<file path="config.mk">
export PLATFORM = sky130hd
export DESIGN_NAME = inst_encoder_flat
export DESIGN_NICKNAME = d
export VERILOG_FILES = /design/src/rtl/inst_encoder_if.sv /design/src/rtl/inst_encoder.sv /design/src/flat_wrapper.sv
export SDC_FILE = /design/constraint.sdc
export NUM_CORES = 1
export LEC_CHECK = 0
export ABC_AREA = 1
export ABC_CLOCK_PERIOD_IN_PS = 1400
export CORE_MARGIN = 2
export CORE_UTILIZATION = 40
export CTS_CLUSTER_SIZE = 8
export DETAILED_ROUTE_END_ITERATION = 10
export PLACE_DENSITY = 0.84
export SLEW_MARGIN = 20
export SYNTH_ARGS = -nofsm -noshare
export SYNTH_HDL_FRONTEND = slang
export SYNTH_SLANG_ARGS = --single-unit
export TNS_END_PERCENT = 1
</file>
<file path="constraint.sdc">
create_clock -name clk -period 1.4 [get_ports clk]
set_input_delay 0.42 -clock clk [delete_from_list [all_inputs] [get_ports clk]]
set_output_delay 0.42 -clock clk [all_outputs]
set_load 0.02 [all_outputs]
</file>
<file path="src/rtl/inst_encoder_if.sv">
// Instruction encoder bus: field-bundle input handshake plus the
// instruction-memory write port.
//   master : loader/memory side (drives bundle fields, wr_ready)
//   slave  : encoder side (drives in_ready, wr_en, wr_addr, wr_data)
interface inst_encoder_if #(
    parameter int unsigned ADDR_W = 12
);
    logic              in_valid;
    logic              in_ready;
    logic [2:0]        fmt;
    logic [6:0]        opcode;
    logic [4:0]        rd;
    logic [4:0]        rs1;
    logic [4:0]        rs2;
    logic [2:0]        funct3;
    logic [6:0]        funct7;
    logic [31:0]       imm;
    logic              wr_en;
    logic              wr_ready;
    logic [ADDR_W-1:0] wr_addr;
    logic [31:0]       wr_data;

    modport master (
        output in_valid, fmt, opcode, rd, rs1, rs2, funct3, funct7, imm, wr_ready,
        input  in_ready, wr_en, wr_addr, wr_data
    );

    modport slave (
        input  in_valid, fmt, opcode, rd, rs1, rs2, funct3, funct7, imm, wr_ready,
        output in_ready, wr_en, wr_addr, wr_data
    );
endinterface

</file>
<file path="src/rtl/inst_encoder.sv">
// Instruction encoder: range-checks a sign-extended immediate, packs decoded
// fields into an RV32I word and writes it to instruction memory at an
// auto-incrementing byte address through a one-entry output register.
// Ports:
//   clk        rising-edge clock
//   reset_n    asynchronous active-low reset
//   clear      synchronous restart of address, count and error
//   bus        slave side of inst_encoder_if (bundle in, write port out)
//   err        sticky flag: an illegal bundle was dropped
//   inst_count words written since reset/clear (wraps at 16 bits)
module inst_encoder #(
    parameter int unsigned ADDR_W    = 12,
    parameter int unsigned BASE_ADDR = 0
) (
    input  logic          clk,
    input  logic          reset_n,
    input  logic          clear,
    inst_encoder_if.slave bus,
    output logic          err,
    output logic [15:0]   inst_count
);
    localparam int unsigned CNT_W = 16;
    localparam logic [ADDR_W-1:0] BASE = ADDR_W'(BASE_ADDR);
    localparam logic [2:0] FMT_R = 3'd0;
    localparam logic [2:0] FMT_I = 3'd1;
    localparam logic [2:0] FMT_S = 3'd2;
    localparam logic [2:0] FMT_B = 3'd3;
    localparam logic [2:0] FMT_U = 3'd4;
    localparam logic [2:0] FMT_J = 3'd5;

    logic              pend_q, pend_d;
    logic [31:0]       data_q, data_d;
    logic [ADDR_W-1:0] addr_q, addr_d;
    logic [CNT_W-1:0]  count_q, count_d;
    logic              err_q, err_d;

    logic        in_ready_c;
    logic        accept_c;
    logic        wr_done_c;
    logic        legal_c;
    logic [31:0] enc_c;
    logic [31:0] imm;

    assign imm = bus.imm;

    // Pack fields per format and decide whether the immediate is representable.
    always_comb begin
        enc_c   = '0;
        legal_c = 1'b0;
        unique case (bus.fmt)
            FMT_R: begin
                enc_c   = {bus.funct7, bus.rs2, bus.rs1, bus.funct3, bus.rd, bus.opcode};
                legal_c = 1'b1;
            end
            FMT_I: begin
                enc_c   = {imm[11:0], bus.rs1, bus.funct3, bus.rd, bus.opcode};
                legal_c = (&imm[31:11]) || (~|imm[31:11]);
            end
            FMT_S: begin
                enc_c   = {imm[11:5], bus.rs2, bus.rs1, bus.funct3, imm[4:0], bus.opcode};
                legal_c = (&imm[31:11]) || (~|imm[31:11]);
            end
            FMT_B: begin
                enc_c   = {imm[12], imm[10:5], bus.rs2, bus.rs1, bus.funct3,
                           imm[4:1], imm[11], bus.opcode};
                legal_c = ((&imm[31:12]) || (~|imm[31:12])) && !imm[0];
            end
            FMT_U: begin
                enc_c   = {imm[31:12], bus.rd, bus.opcode};
                legal_c = ~|imm[11:0];
            end
            FMT_J: begin
                enc_c   = {imm[20], imm[10:1], imm[11], imm[19:12], bus.rd, bus.opcode};
                legal_c = ((&imm[31:20]) || (~|imm[31:20])) && !imm[0];
            end
            default: begin
                enc_c   = '0;
                legal_c = 1'b0;
            end
        endcase
    end

    // Handshake: the single output slot frees up in the same cycle it drains.
    assign in_ready_c = !clear && (!pend_q || bus.wr_ready);
    assign accept_c   = bus.in_valid && in_ready_c;
    assign wr_done_c  = pend_q && bus.wr_ready;

    // Next state; clear wins over any simultaneous completion or accept.
    always_comb begin
        pend_d  = pend_q;
        data_d  = data_q;
        addr_d  = addr_q;
        count_d = count_q;
        err_d   = err_q;
        if (clear) begin
            pend_d  = 1'b0;
            addr_d  = BASE;
            count_d = '0;
            err_d   = 1'b0;
        end else begin
            if (wr_done_c) begin
                pend_d  = 1'b0;
                addr_d  = addr_q + ADDR_W'(4);
                count_d = count_q + CNT_W'(1);
            end
            if (accept_c) begin
                if (legal_c) begin
                    pend_d = 1'b1;
                    data_d = enc_c;
                end else begin
                    err_d = 1'b1;
                end
            end
        end
    end

    // State register.
    always_ff @(posedge clk or negedge reset_n) begin
        if (!reset_n) begin
            pend_q  <= 1'b0;
            data_q  <= '0;
            addr_q  <= BASE;
            count_q <= '0;
            err_q   <= 1'b0;
        end else begin
            pend_q  <= pend_d;
            data_q  <= data_d;
            addr_q  <= addr_d;
            count_q <= count_d;
            err_q   <= err_d;
        end
    end

    assign bus.in_ready = in_ready_c;
    assign bus.wr_en    = pend_q;
    assign bus.wr_addr  = addr_q;
    assign bus.wr_data  = data_q;
    assign err          = err_q;
    assign inst_count   = count_q;
endmodule
</file>
<file path="src/flat_wrapper.sv">
// flat-port wrapper written by rule: the top's interface ports become plain ports
module inst_encoder_flat 
#(
    parameter int unsigned ADDR_W    = 12,
    parameter int unsigned BASE_ADDR = 0
)
  (clk, reset_n, clear, err, inst_count, bus_in_valid, bus_fmt, bus_opcode, bus_rd, bus_rs1, bus_rs2, bus_funct3, bus_funct7, bus_imm, bus_wr_ready, bus_in_ready, bus_wr_en, bus_wr_addr, bus_wr_data);
  inst_encoder_if #(.ADDR_W(ADDR_W)) bus_i ();
  input  logic clk;
  input  logic reset_n;
  input  logic clear;
  output logic err;
  output logic [15:0] inst_count;
  input wire logic [$bits(bus_i.in_valid)-1:0] bus_in_valid;
  input wire logic [$bits(bus_i.fmt)-1:0] bus_fmt;
  input wire logic [$bits(bus_i.opcode)-1:0] bus_opcode;
  input wire logic [$bits(bus_i.rd)-1:0] bus_rd;
  input wire logic [$bits(bus_i.rs1)-1:0] bus_rs1;
  input wire logic [$bits(bus_i.rs2)-1:0] bus_rs2;
  input wire logic [$bits(bus_i.funct3)-1:0] bus_funct3;
  input wire logic [$bits(bus_i.funct7)-1:0] bus_funct7;
  input wire logic [$bits(bus_i.imm)-1:0] bus_imm;
  input wire logic [$bits(bus_i.wr_ready)-1:0] bus_wr_ready;
  output wire logic [$bits(bus_i.in_ready)-1:0] bus_in_ready;
  output wire logic [$bits(bus_i.wr_en)-1:0] bus_wr_en;
  output wire logic [$bits(bus_i.wr_addr)-1:0] bus_wr_addr;
  output wire logic [$bits(bus_i.wr_data)-1:0] bus_wr_data;
  assign bus_i.in_valid = bus_in_valid;
  assign bus_i.fmt = bus_fmt;
  assign bus_i.opcode = bus_opcode;
  assign bus_i.rd = bus_rd;
  assign bus_i.rs1 = bus_rs1;
  assign bus_i.rs2 = bus_rs2;
  assign bus_i.funct3 = bus_funct3;
  assign bus_i.funct7 = bus_funct7;
  assign bus_i.imm = bus_imm;
  assign bus_i.wr_ready = bus_wr_ready;
  assign bus_in_ready = bus_i.in_ready;
  assign bus_wr_en = bus_i.wr_en;
  assign bus_wr_addr = bus_i.wr_addr;
  assign bus_wr_data = bus_i.wr_data;
  inst_encoder #(.ADDR_W(ADDR_W), .BASE_ADDR(BASE_ADDR)) u_core (.clk(clk), .reset_n(reset_n), .clear(clear), .bus(bus_i), .err(err), .inst_count(inst_count));
endmodule
</file>
==> results.json <==
{
  "max_freq_mhz": 666,
  "yosys.area_share.simple_pct": 38.6,
  "ios": 135,
  "cts_tree": "built",
  "power_frac_comb_pct": 29.0,
  "finalCritPeriodShare_pct": 107,
  "synth_top_family_by_area": "simple AND/OR/NAND/NOR gates",
  "syn_area_per_cell_sq_um": 6.94,
  "die_y_um": 98.2,
  "cp_cell_sequence": "ha_4 > nand2_4 > inv_4 > nand3_4 > nor4_4 > a21oi_1 > nor3_1",
  "ys_top_cells_by_area": "dfrtp_1 (42%), nand2_1 (20%), nand3_1 (7.3%)",
  "muxShareOfSynthArea_pct": 0,
  "cp_top_family": "simple AND/OR/NAND/NOR gates",
  "layout-drive-gt1-share_pct": 41.9,
  "violations": "negative setup slack",
  "setup_viol": 27,
  "syn_to_final_growth_pct": 67.8,
  "synth_flop_cell": "dfrtp_1",
  "grt_pass1_vias": 4416,
  "required_ns": 1.67,
  "antennaDiodeCount": 0,
  "r2r-start": "u_core.inst_count[1]$_DFFE_PN0N_",
  "worst_r2r_path_depth": 7,
  "ctsRootBufferMaster": "clkbuf_8",
  "p_per_area_mw_per_mm2": 852,
  "fin_skew_ns": 0.0118,
  "rrSetupSlack_ns": -0.10,
  "intPower_mw": 3.36,
  "crit_fanout": 4,
  "syn_area_sq_mm": 0.00355,
  "postCtsHoldBufs": 0,
  "hpwl_mm": 8.83,
  "antenna_found_initial": 0,
  "synth_edf_count": 0,
  "p_sw_mw": 1.71,
  "numCtsBuffers": 9,
  "slowest_delay_ns": 0.42,
  "drc_errors": 0,
  "clock_path_buffers": 2,
  "endpoint_kind": "flop",
  "cp.arrival_ns": 1.77,
  "ant_nets": 0,
  "crit_type": "flop to flop",
  "synth.most_common_cell": "nand2_1",
  "grt_util_all_layers_pct": 26.3,
  "first_iter_violations": 285,
  "post_synth_num_cell_types": 35,
  "worstReg2RegEnd": "u_core.inst_count[12]$_DFFE_PN0N_",
  "final_core_utilization_pct": 68.6,
  "clock_latency_ns": 0.35,
  "netlist_instances": 511,
  "synth_fa_ha_area_share_pct": 0.705,
  "cts.sinks": 60,
  "yosysTopAreaCell": "dfrtp_1",
  "synth_xor_area_share_pct": 0.247,
  "swShare_pct": 33.7,
  "start_kind": "flop",
  "status": "finished with violations",
  "io_buffers": 132,
  "ys_async_sr_fraction_pct": 100,
  "fp.dieW_um": 98.2,
  "coreArea_sq_mm": 0.00868,
  "grt_max_degree": 61,
  "start_util_pct": 40.9,
  "grt_setup_unrepaired": "yes",
  "vias": 4529,
  "pwr-share-clk_pct": 30.1,
  "cp_slowest_cell": "dfrtp_2",
  "nNetsFinal": 820,
  "core.rowCount": 34,
  "synth_top_area_share_pct": 42.3,
  "min_period_ns": 1.50,
  "finalWeightedCongestion": 0.912,
  "synth_compound_area_share_pct": 9.31,
  "min_path_type": "primary input to asynchronous set/reset pin",
  "synth.yosys.warnings": 0,
  "avgRoutedWirePerCell_um": 15.6,
  "hold_violations": 0,
  "dr.pass1.iters": 5,
  "p_seq_share_pct": 40.8,
  "ctsHtreeMaxLevel": 3,
  "cap_violations": 0,
  "drv_slew": 0,
  "synth_seq_area_share_pct": 42.3,
  "grt-ovfl-total": 0,
  "setup_ws_ns": -0.101,
  "peakVddDrop_uv": 402,
  "crit_buf_inv": 1,
  "tns_ns": -1.12,
  "wirelength_mm": 13.4,
  "synth_common_cells": "nand2_1 (186), dfrtp_1 (60), nand3_1 (52)",
  "vias_per_cell": 5.27,
  "p_leak_nw": 3.08,
  "die_area_sq_mm": 0.00964,
  "path_clk_slew_ns": 0.08,
  "grt_pass1_wl_mm": 20.5,
  "synth-seq-cells": 60
}
## cells in the final DEF (no fill, tap or decap), types with 4 or more instances in the layout
cell	synthesis	final
nand2_1	186	164
buf_4	6	97
buf_2	2	76
dfrtp_1	60	54
nand3_1	52	39
inv_1	46	34
clkdlybuf4s50_1	0	33
nor2_1	48	29
nand2_2	4	21
nor2_2	2	18
inv_2	7	17
o21ai_0	19	15
a21oi_1	18	14
nand3_2	2	13
nor3_1	12	9
clkbuf_8	0	9
nand4_1	8	8
clkdlybuf4s15_1	0	6
clkbuf_2	0	6
dfrtp_2	0	6
o21ai_1	2	5
nand2_4	1	5
o221ai_1	5	5
dlygate4sd2_1	0	5
buf_6	3	5
buf_12	0	5
a21oi_2	0	4
nor2_4	1	4
nand2_8	0	4
## final cells by class
class / instances / area (sq um)
inverters: 54 / 213
clock buffers: 11 / 131
well taps: 108 / 135
multi-input cells: 385 / 2120
fillers: 682 / 2730
repair buffers: 236 / 1800
clock inverters: 5 / 52.6
flip-flops and latches: 60 / 1510
## state kept, by name (all words and copies together), names as in the netlist
signal	cells
u_core.inst_count	16
u_core.bus.wr_en	1
u_core.bus.wr_data	32
u_core.bus.wr_addr	10
u_core.err	1
## worst max path at each step
stage                                     start                            endpoint  slack (ns)  depth (start not counted)
2_1_floorplan  u_core.inst_count[0]$_DFFE_PN0N_   u_core.inst_count[12]$_DFFE_PN0N_       -0.06                          8
5_1_grt        u_core.inst_count[1]$_DFFE_PN0N_   u_core.inst_count[12]$_DFFE_PN0N_       -0.19                          7
6_report       u_core.inst_count[1]$_DFFE_PN0N_   u_core.inst_count[12]$_DFFE_PN0N_       -0.10                          7
3_5_place_dp                         bus_fmt[1]  u_core.bus.wr_data[18]$_DFFE_PN0P_       -0.81                         10
3_3_place_gp                         bus_fmt[0]  u_core.bus.wr_data[26]$_DFFE_PN0P_       -0.74                         12
4_1_cts              u_core.bus.wr_en$_DFF_PN0_                        bus_in_ready       -0.09                          2
## power by group through the flow
stage	Sequential, mW	Clock (mW)	Combinational, mW
after detailed placement	2.09	0	1.53
after CTS	2.06	1.54	1.42
after global placement	2.09	0	1.49
final	2.07	1.53	1.47
after floorplan	2.32	0	0.375
after global routing	2.09	1.61	1.59
## layer usage
layer	part of all wire (%)	wire length, um	GRT usage (%)	vias to the layer above
met5	0	0	0	-
met4	2.8	370	8.11	0
met3	7.9	1060	5.37	38
met2	51	6820	47.0	226
met1	39	5180	31.7	2146
li1	-	-	-	2119
## through the flow
| step | worst slack (ns) | power (mW) | hold WS (ns) | instance area [sq um] | instances |
|---|---|---|---|---|---|
| after floorplan | -0.0629 | 2.70 | 0.124 | 3580 | 512 |
| after global placement | -0.742 | 3.59 | 0.448 | 5520 | 811 |
| after detailed placement | -0.808 | 3.62 | 0.455 | 5520 | 811 |
| after CTS | -0.0897 | 5.01 | 0.0798 | 5780 | 853 |
| after global routing | -0.189 | 5.29 | 0.0931 | 5950 | 859 |
| final | -0.101 | 5.07 | 0.0628 | 5950 | 859 |
## what timing repair did
action                     CTS  global route
buffers inserted            22             6
setup endpoints to repair  118            53
gates cloned                 4             2
pin swaps                   32            46
gates resized for setup    388            86
## logic make-up after synthesis
logic type,after synthesis
flops,60
compound gates,55
xor+xnor,1
fa+ha+maj,2
other cells,1
simple gates,322
buf+inv,70
No activity file was read; power rests on OpenSTA's default activity.
